## src/rtl/field_packer_32.sv

```systemverilog
// Packs variable-width fields (0..32 bits) LSB-first into 32-bit words on a
// valid/ready output. A flush command drains the partial final word with its bit count.

module cut_32 #(
  parameter int DATA_W = 32,
  parameter int LEN_W  = 6
) (
  input  logic [LEN_W-1:0]  n,
  input  logic [DATA_W-1:0] din,
  output logic [DATA_W-1:0] dout
);
  // For n == 32 the shifted mask would need 33 bits, so pass the input through unchanged.
  assign dout = (n >= LEN_W'(DATA_W)) ? din : (din & ~({DATA_W{1'b1}} << n));
endmodule

module field_packer_32 #(
  parameter int DATA_W = 32,
  parameter int LEN_W  = 6
) (
  input  logic              clk,
  input  logic              rst_n,
  input  logic              in_valid,
  output logic              in_ready,
  input  logic [DATA_W-1:0] in_data,
  input  logic [LEN_W-1:0]  in_len,
  input  logic              flush,
  output logic              out_valid,
  input  logic              out_ready,
  output logic [DATA_W-1:0] out_data,
  output logic [LEN_W-1:0]  out_bits,
  output logic              flush_done,
  output logic              busy
);

  typedef enum logic {RUN, FLUSH} state_e;

  localparam logic [LEN_W-1:0] FULL = LEN_W'(DATA_W);

  state_e              state_q, state_d;
  logic [2*DATA_W-1:0] acc_q, acc_d;
  logic [LEN_W-1:0]    fill_q, fill_d;
  logic                out_valid_q, out_valid_d;
  logic [DATA_W-1:0]   out_data_q, out_data_d;
  logic [LEN_W-1:0]    out_bits_q, out_bits_d;
  logic                flush_done_q, flush_done_d;

  logic [LEN_W-1:0]    len_c;
  logic [DATA_W-1:0]   field;
  logic                slot_free;
  logic                emit;
  logic                accept;
  logic [2*DATA_W-1:0] acc_base;
  logic [LEN_W-1:0]    fill_base;

  assign len_c = (in_len > FULL) ? FULL : in_len;

  cut_32 #(.DATA_W(DATA_W), .LEN_W(LEN_W)) u_cut (
    .n    (len_c),
    .din  (in_data),
    .dout (field)
  );

  assign slot_free = !out_valid_q || out_ready;
  assign emit      = (fill_q >= FULL) && slot_free;
  assign in_ready  = (state_q == RUN) && ((fill_q < FULL) || emit);
  assign accept    = in_valid && in_ready;
  assign acc_base  = emit ? {{DATA_W{1'b0}}, acc_q[2*DATA_W-1:DATA_W]} : acc_q;
  assign fill_base = emit ? (fill_q - FULL) : fill_q;

  always_comb begin
    // NOTE: every signal written here gets a default first, so no path can infer a latch.
    state_d      = state_q;
    acc_d        = acc_base;
    fill_d       = fill_base;
    out_valid_d  = out_valid_q;
    out_data_d   = out_data_q;
    out_bits_d   = out_bits_q;
    flush_done_d = 1'b0;

    if (out_valid_q && out_ready) out_valid_d = 1'b0;

    if (emit) begin
      out_data_d  = acc_q[DATA_W-1:0];
      out_bits_d  = FULL;
      out_valid_d = 1'b1;
    end

    // Base never exceeds 31 and len never exceeds 32, so fill stays within 63.
    if (accept && (len_c != '0)) begin
      acc_d  = acc_base | ({{DATA_W{1'b0}}, field} << fill_base);
      fill_d = fill_base + len_c;
    end

    case (state_q)
      RUN: begin
        if (flush) state_d = FLUSH;
      end
      FLUSH: begin
        if ((fill_q < FULL) && slot_free) begin
          if (fill_q != '0) begin
            out_data_d  = acc_q[DATA_W-1:0];
            out_bits_d  = fill_q;
            out_valid_d = 1'b1;
            acc_d       = '0;
            fill_d      = '0;
          end
          flush_done_d = 1'b1;
          state_d      = RUN;
        end
      end
      default: state_d = RUN;
    endcase
  end

  // NOTE: state uses non-blocking assignments so every flop samples pre-edge values.
  always_ff @(posedge clk or negedge rst_n) begin
    if (!rst_n) begin
      state_q      <= RUN;
      acc_q        <= '0;
      fill_q       <= '0;
      out_valid_q  <= 1'b0;
      out_data_q   <= '0;
      out_bits_q   <= '0;
      flush_done_q <= 1'b0;
    end else begin
      state_q      <= state_d;
      acc_q        <= acc_d;
      fill_q       <= fill_d;
      out_valid_q  <= out_valid_d;
      out_data_q   <= out_data_d;
      out_bits_q   <= out_bits_d;
      flush_done_q <= flush_done_d;
    end
  end

  assign out_valid  = out_valid_q;
  assign out_data   = out_data_q;
  assign out_bits   = out_bits_q;
  assign flush_done = flush_done_q;
  assign busy       = (fill_q != '0) || out_valid_q || (state_q != RUN);

endmodule

```

## config.mk

```make
export PLATFORM = sky130hd
export DESIGN_NAME = field_packer_32
export DESIGN_NICKNAME = d
export VERILOG_FILES = /design/src/rtl/field_packer_32.sv
export SDC_FILE = /design/constraint.sdc
export NUM_CORES = 1
export LEC_CHECK = 0
export BUFFER_PORTS_ARGS = -buffer_cell sky130_fd_sc_hd__buf_2
export CAP_MARGIN = 30
export CELL_PAD_IN_SITES_DETAIL_PLACEMENT = 1
export CELL_PAD_IN_SITES_GLOBAL_PLACEMENT = 2
export CORE_MARGIN = 1
export CORE_UTILIZATION = 42
export DETAILED_ROUTE_END_ITERATION = 6
export PLACE_DENSITY = 0.9
export SYNTH_ARGS = -nofsm -noshare
export SYNTH_HDL_FRONTEND = slang
export SYNTH_HIERARCHICAL = 1
export SYNTH_SLANG_ARGS = --single-unit
```

## constraint.sdc

```tcl
create_clock -name clk -period 10.5 [get_ports clk]
set_clock_uncertainty 0.2 [all_clocks]
set_input_delay 1.05 -clock clk [delete_from_list [all_inputs] [get_ports clk]]
set_output_delay 1.05 -clock clk [all_outputs]
set_load 0.03 [all_outputs]
```

==> results of run 1 <==
==> cells in the mapped netlist (15+ instances only) <==
master    instances  share of area
nand2_1         112          0.053
dfrtp_1         111           0.35
mux2i_1          57          0.072
mux2_2           55          0.078
clkbuf_1         34          0.016
nand3_1          32          0.020
nor2_1           27          0.013
o21ai_0          27          0.017
buf_2            24          0.015
mux4_2           24          0.068
o22ai_1          23          0.018
a21oi_1          22          0.014
a31oi_1          20          0.016
mux4_1           19          0.063
nor2b_1          15          0.012
==> logic make-up (layout without fill, tap and decap cells) <==
group / after synthesis / after routing / share of synthesized area
muxes: 155 / 155 / 0.2800
xor gates and xnor gates: 2 / 2 / 0.002200
adders and majority gates: 7 / 7 / 0.01194
buffers and inverters: 79 / 126 / 0.04666
AOI/OAI and AO/OA: 192 / 192 / 0.1739
and+or+nand+nor: 235 / 235 / 0.1365
DFF: 111 / 111 / 0.3488
==> per-layer routing <==
| layer | GRT usage | vias up | share of wire | wire length, µm |
|---|---|---|---|---|
| met4 | 0.1186 | 0 | 0.036 | 950 |
| met2 | 0.4387 | 265 | 0.47 | 12280 |
| met1 | 0.3817 | 3580 | 0.44 | 11530 |
| met3 | 0.04164 | 49 | 0.054 | 1410 |
| met5 | 0 | - | 0 | 0 |
| li1 | - | 3083 | - | - |
==> final timing paths <==
kind / end / cells after the start / slack (ns) / start
min: acc_q[35]$_DFF_PN0_ / 2 / 0.30 / acc_q[35]$_DFF_PN0_
min in group asynchronous: out_data[10]$_DFF_PN0_ / 1 / 0.43 / rst_n
max: acc_q[49]$_DFF_PN0_ / 9 / 6.20 / in_len[5]
max in group asynchronous: fill_q[3]$_DFF_PN0_ / 3 / 8.54 / rst_n
min reg2reg: acc_q[35]$_DFF_PN0_ / 2 / 0.30 / acc_q[35]$_DFF_PN0_
max reg2reg: acc_q[0]$_DFF_PN0_ / 9 / 6.58 / fill_q[5]$_DFF_PN0_
==> power by group <==
group          switching [W]  total (W)  internal (W)
clock network       0.000169   0.000364      0.000195
logic               0.000884    0.00138      0.000500
registers          0.0000901   0.000666      0.000576
==> metrics by stage <==
stage	cell area (µm²)	cells	setup WS [ns]	hold slack (ns)	total power (W)
finish	8818	1057	6.199	0.3019	0.002414
floorplan	7964	781	6.522	0.2484	0.001650
detailed placement	8487	1039	5.587	0.2832	0.002034
global placement	8459	1038	5.707	0.2697	0.001986
global route	8818	1057	6.008	0.3127	0.002551
CTS	8796	1055	5.965	0.3035	0.002405
==> flip-flops by register name, indices dropped and copies added, names as in the netlist <==
register and count:
acc_q 64, fill_q 6, flush_done 1, out_bits 6, out_data 32, out_valid 1
state_q 1
==> cell type report <==
class | count | area (µm²)
clock buffer | 11 | 242.7
clock inverter | 5 | 66.31
fill | 2075 | 9452
inverter | 7 | 26.28
multi-input combinational | 591 | 4822
sequential | 111 | 2781
tap | 229 | 286.5
timing repair buffer | 103 | 593.1
==> worst max-delay path, stage by stage <==
cell,delay [ns]
buf_2,0.23
nor2b_1,0.52
a21oi_1,0.23
o21ai_0,0.74
mux2_2,0.31
mux2i_1,0.09
o21ai_0,0.64
o21ai_0,0.31
o221ai_1,0.24
==> results.py, run 1 <==
metrics = {
    "run_status": {
        "status": "complete, no violations",
    },
    "floorplan": {
        "die_w_um": 139.7,
        "start_util": 0.4359,
        "dieArea_um2": 19520,
        "die_h_um": 139.7,
        "rows": 49,
        "core_um2": 18270,
        "io_pins": 85,
    },
    "synth": {
        "avgSynthCellArea_um2": 10.20,
        "ys_warn_count": 6,
        "synth.cell_area_um2": 7964,
        "ys_types": 69,
        "yosysSeqAreaShare": 0.3488,
        "synthCells": 781,
        "synthFlopType": "dfrtp_1",
        "synth_edf_count": 0,
        "synth_fp_nets": 831,
        "synth-seq-cells": 111,
        "synth_async_sr_flop_share": 1.000,
    },
    "sta": {
        "fmax_mhz": 232.5,
        "max_slew_margin": 0.2797,
        "tns_ns": 0,
        "post-route-period-util": 0.4096,
        "report.final.setup_viol": 0,
        "report.final.slew_viol_count": 0,
        "worst_pin_slew_ns": 1.076,
        "rsz0062_at_grt": "no",
        "hold_violations": 0,
        "fin_crit_ns": 4.301,
    },
    "placement": {
        "port-buffer-count": 84,
        "routabilityCongestion": 0.9576,
        "hpwl_mm": 18.56,
    },
    "drt": {
        "postRouteAntennaNets": 0,
        "drc": 0,
        "vias": 6977,
        "via_per_inst": 6.601,
        "avgRoutedWirePerCell_um": 24.76,
        "drtPass1Iterations": 5,
        "routed_wl_mm": 26.17,
        "drt-initial-drc-count": 668,
    },
    "final_layout": {
        "antennaDiodeCount": 0,
        "area_growth_pct": 10.73,
        "drive_above_1_share": 0.2560,
        "final_core_util": 0.4827,
        "layout_common_cells": "nand2_1 (112), dfrtp_1 (108), buf_2 (83)",
        "layout_commonest_cell": "nand2_1",
        "nets": 873,
    },
    "cts": {
        "cts_resized": 0,
        "htree_levels": 3,
        "path_clk_slew_ns": 0.08,
        "cts_tree": "built",
        "cts_hold_buffers": 0,
        "clockBufferDepth": 2,
        "cts_made_buffers": 9,
        "worstSkewPairLatency_ns": 0.37,
        "cts_sinks": 111,
        "post_cts_buffers": 0,
        "cts-root-buf": "clkbuf_16",
    },
    "setup_path": {
        "cp-start-kind": "primary input",
        "cp-end-kind": "flip-flop",
        "cp.required_ns": 10.57,
        "crit_fanout": 25,
        "cp.arrival_ns": 4.37,
        "critPathKind": "in2reg",
    },
    "job": {
        "maxCapViolCount": 0,
    },
    "pwr": {
        "p_leak_nw": 3.854,
        "vdd_drop_max_v": 0.0001349,
        "powerDensity_nw_per_um2": 273.8,
    },
    "min_path": {
        "hold_path.class": "reg2reg",
    },
    "global_routing": {
        "grt_pass1_wl_mm": 41.95,
        "antenna_found_initial": 0,
        "grt_remaining_overflow": 0,
        "grt_use_total": 0.2783,
        "grt_max_degree": 65,
        "grt_pass1_vias": 7133,
    },
}
No activity file was read; power rests on OpenSTA's default activity.
==> run 2, diff against run 1 <==
--- a/config.mk
+++ b/config.mk
@@ -10,9 +10,9 @@
 export CELL_PAD_IN_SITES_DETAIL_PLACEMENT = 1
 export CELL_PAD_IN_SITES_GLOBAL_PLACEMENT = 2
 export CORE_MARGIN = 1
-export CORE_UTILIZATION = 42
+export CORE_UTILIZATION = 35
 export DETAILED_ROUTE_END_ITERATION = 6
-export PLACE_DENSITY = 0.9
+export PLACE_DENSITY = 0.8
 export SYNTH_ARGS = -nofsm -noshare
 export SYNTH_HDL_FRONTEND = slang
 export SYNTH_HIERARCHICAL = 1
==> constraint.sdc (replaced) <==
create_clock -name clk -period 3.45 [get_ports clk]
set_clock_uncertainty 0.2 [all_clocks]
set_input_delay 0.345 -clock clk [delete_from_list [all_inputs] [get_ports clk]]
set_output_delay 0.345 -clock clk [all_outputs]
set_load 0.03 [all_outputs]
==> results.py, run 2 (synthesis results as in run 1) <==
metrics = {
    "pwr": {
        "vdd_drop_max_v": 0.0003499,
        "intPower_w": 0.004224,
        "p_leak_nw": 4.183,
        "comb_power_share": 0.565,
        "p_total_w": 0.007754,
        "clockPowerShare": 0.158,
        "swShare": 0.4552,
        "p_switching_w": 0.003530,
        "powerDensity_nw_per_um2": 825.1,
        "seqPwrFrac": 0.277,
    },
    "floorplan": {
        "io_pins": 85,
        "core_um2": 22090,
        "dieArea_um2": 23360,
        "start_util": 0.3605,
        "die_h_um": 152.8,
        "rows": 54,
        "die_w_um": 152.8,
    },
    "cts": {
        "cts_tree": "built",
        "cts_made_buffers": 9,
        "worstSkewPairLatency_ns": 0.36,
        "path_clk_slew_ns": 0.07,
        "cts-root-buf": "clkbuf_16",
        "htree_levels": 3,
        "clockBufferDepth": 2,
        "post_cts_buffers": 0,
        "cts_sinks": 111,
    },
    "drt": {
        "avgRoutedWirePerCell_um": 22.48,
        "drc": 0,
        "vias": 6989,
        "postRouteAntennaNets": 0,
        "routed_wl_mm": 26.28,
        "drt-initial-drc-count": 525,
        "via_per_inst": 5.979,
        "drtPass1Iterations": 5,
    },
    "sta": {
        "max_slew_margin": 0.3883,
        "post-route-period-util": 0.8820,
        "fmax_mhz": 328.7,
        "worst_pin_slew_ns": 0.9176,
        "setup_slack_ns": 0.4073,
        "hold_ws_ns": 0.02332,
        "rsz0062_at_grt": "no",
        "fin_crit_ns": 3.043,
        "hold_violations": 0,
        "tns_ns": 0,
        "report.final.slew_viol_count": 0,
        "report.final.setup_viol": 0,
    },
    "setup_path": {
        "crit_family": "multiplexers",
        "slowest_stage": "mux4_1",
        "path_common_cell": "a21oi_1",
        "slowest_delay_ns": 0.54,
        "cp-start-kind": "primary input",
        "crit_fanout": 10,
        "cp.arrival_ns": 3.05,
        "cp-end-kind": "flip-flop",
        "cp.required_ns": 3.46,
        "cp_num_buf_inv": 2,
        "path_cells": "buf_2 -> nor2b_1 -> o21ai_0 -> a21oi_1 -> buf_4 -> mux4_1 -> mux2_2 -> mux2i_1 -> a2bb2oi_1 -> a21oi_1",
        "critPathKind": "in2reg",
    },
    "job": {
        "maxCapViolCount": 0,
    },
    "min_path": {
        "hold_path.class": "in2reg",
    },
    "final_layout": {
        "fill_cells": 2470,
        "drive_above_1_share": 0.3082,
        "nets": 934,
        "antennaDiodeCount": 0,
        "layout_common_cells": "nand2_1 (112), dfrtp_1 (107), buf_2 (83)",
        "top_register": "acc_q",
        "design_area_um2": 9398,
        "layout_commonest_cell": "nand2_1",
        "area_growth_pct": 18.00,
        "largest_reg_flops": 64,
    },
    "placement": {
        "routabilityCongestion": 0.9186,
        "pre_cts_slack_ns": 0.1057,
        "hpwl_mm": 19.61,
        "port-buffer-count": 84,
        "placed_area_um2": 9035,
    },
    "global_routing": {
        "grt_max_degree": 71,
        "grt_pass1_wl_mm": 42.34,
        "grt_use_total": 0.2316,
        "grt_pass1_vias": 7133,
        "antenna_found_initial": 0,
        "grt_remaining_overflow": 0,
    },
    "run_status": {
        "status": "complete, no violations",
    },
}
-- run 2: cell types whose count changed in the layout (fill, tap and decap cells not counted), sizes merged --
cell / before / now
buf: 103 / 163
bufinv: 1 / 3
clkbuf: 11 / 9
clkinvlp: 1 / 0
dlygate4sd3: 0 / 1
inv: 6 / 7
-- run 2: repair_timing --
| action | in CTS | in global routing |
|---|---|---|
| hold buffers | 1 | 0 |
| hold endpoints to repair | 68 | 0 |
| resized for setup | 0 | 0 |
-- run 2: routing by layer --
layer  track usage  wire length (µm)
met5             0                 0
met4       0.08033               693
met3       0.03062              1007
met2        0.3650             12130
met1        0.3266             12450
-- run 2: area by class of cell --
| cell class | count | area [µm²] | share of cell area |
|---|---|---|---|
| Tap cell | 280 | 350.3 | 0.03728 |
| Multi-Input combinational cell | 591 | 4822 | 0.5131 |
| Timing Repair Buffer | 164 | 1064 | 0.1132 |
| Clock inverter | 7 | 127.6 | 0.01358 |
| Inverter | 7 | 26.28 | 0.002796 |
| Sequential cell | 111 | 2783 | 0.2961 |
| Clock buffer | 9 | 225.2 | 0.02396 |
-- run 2: tightest hold or removal path, delay by kind of cell --
| family | cells | cell delay [ns] |
|---|---|---|
| buf+inv | 1 | 0.08 |
| simple gates | 2 | 0.11 |
-- run 2: path summary, 6_finish.rpt --
kind                                  startpoint                    end  slack (ns)  cells past startpoint
min                                        flush      state_q$_DFF_PN0_        0.02                      3
max reg2reg                  fill_q[1]$_DFF_PN0_    acc_q[37]$_DFF_PN0_        0.45                      5
max in group asynchronous                  rst_n    acc_q[52]$_DFF_PN0_        1.76                      3
min reg2reg                out_bits[4]$_DFF_PN0_  out_bits[4]$_DFF_PN0_        0.30                      1
min in group asynchronous                  rst_n     acc_q[6]$_DFF_PN0_        0.48                      2
max                                    in_len[1]    acc_q[47]$_DFF_PN0_        0.41                     10
-- run 2: power groups by stage --
stage                     Clock, W  Sequential, W  Combinational [W]
after floorplan                  0        0.00227            0.00275
after global placement           0        0.00216            0.00425
after detailed placement         0        0.00218            0.00433
after CTS                  0.00127        0.00215            0.00436
after global routing       0.00131        0.00221            0.00469
final                      0.00123        0.00215            0.00438
-- run 2: per-stage QoR --
stage / std cells / util
after detailed placement: 1152 / 0.4089
after floorplan: 781 / -
after global placement: 1151 / 0.4086
after CTS: 1169 / 0.4254
final: 1169 / 0.4254
after global routing: 1169 / 0.4254
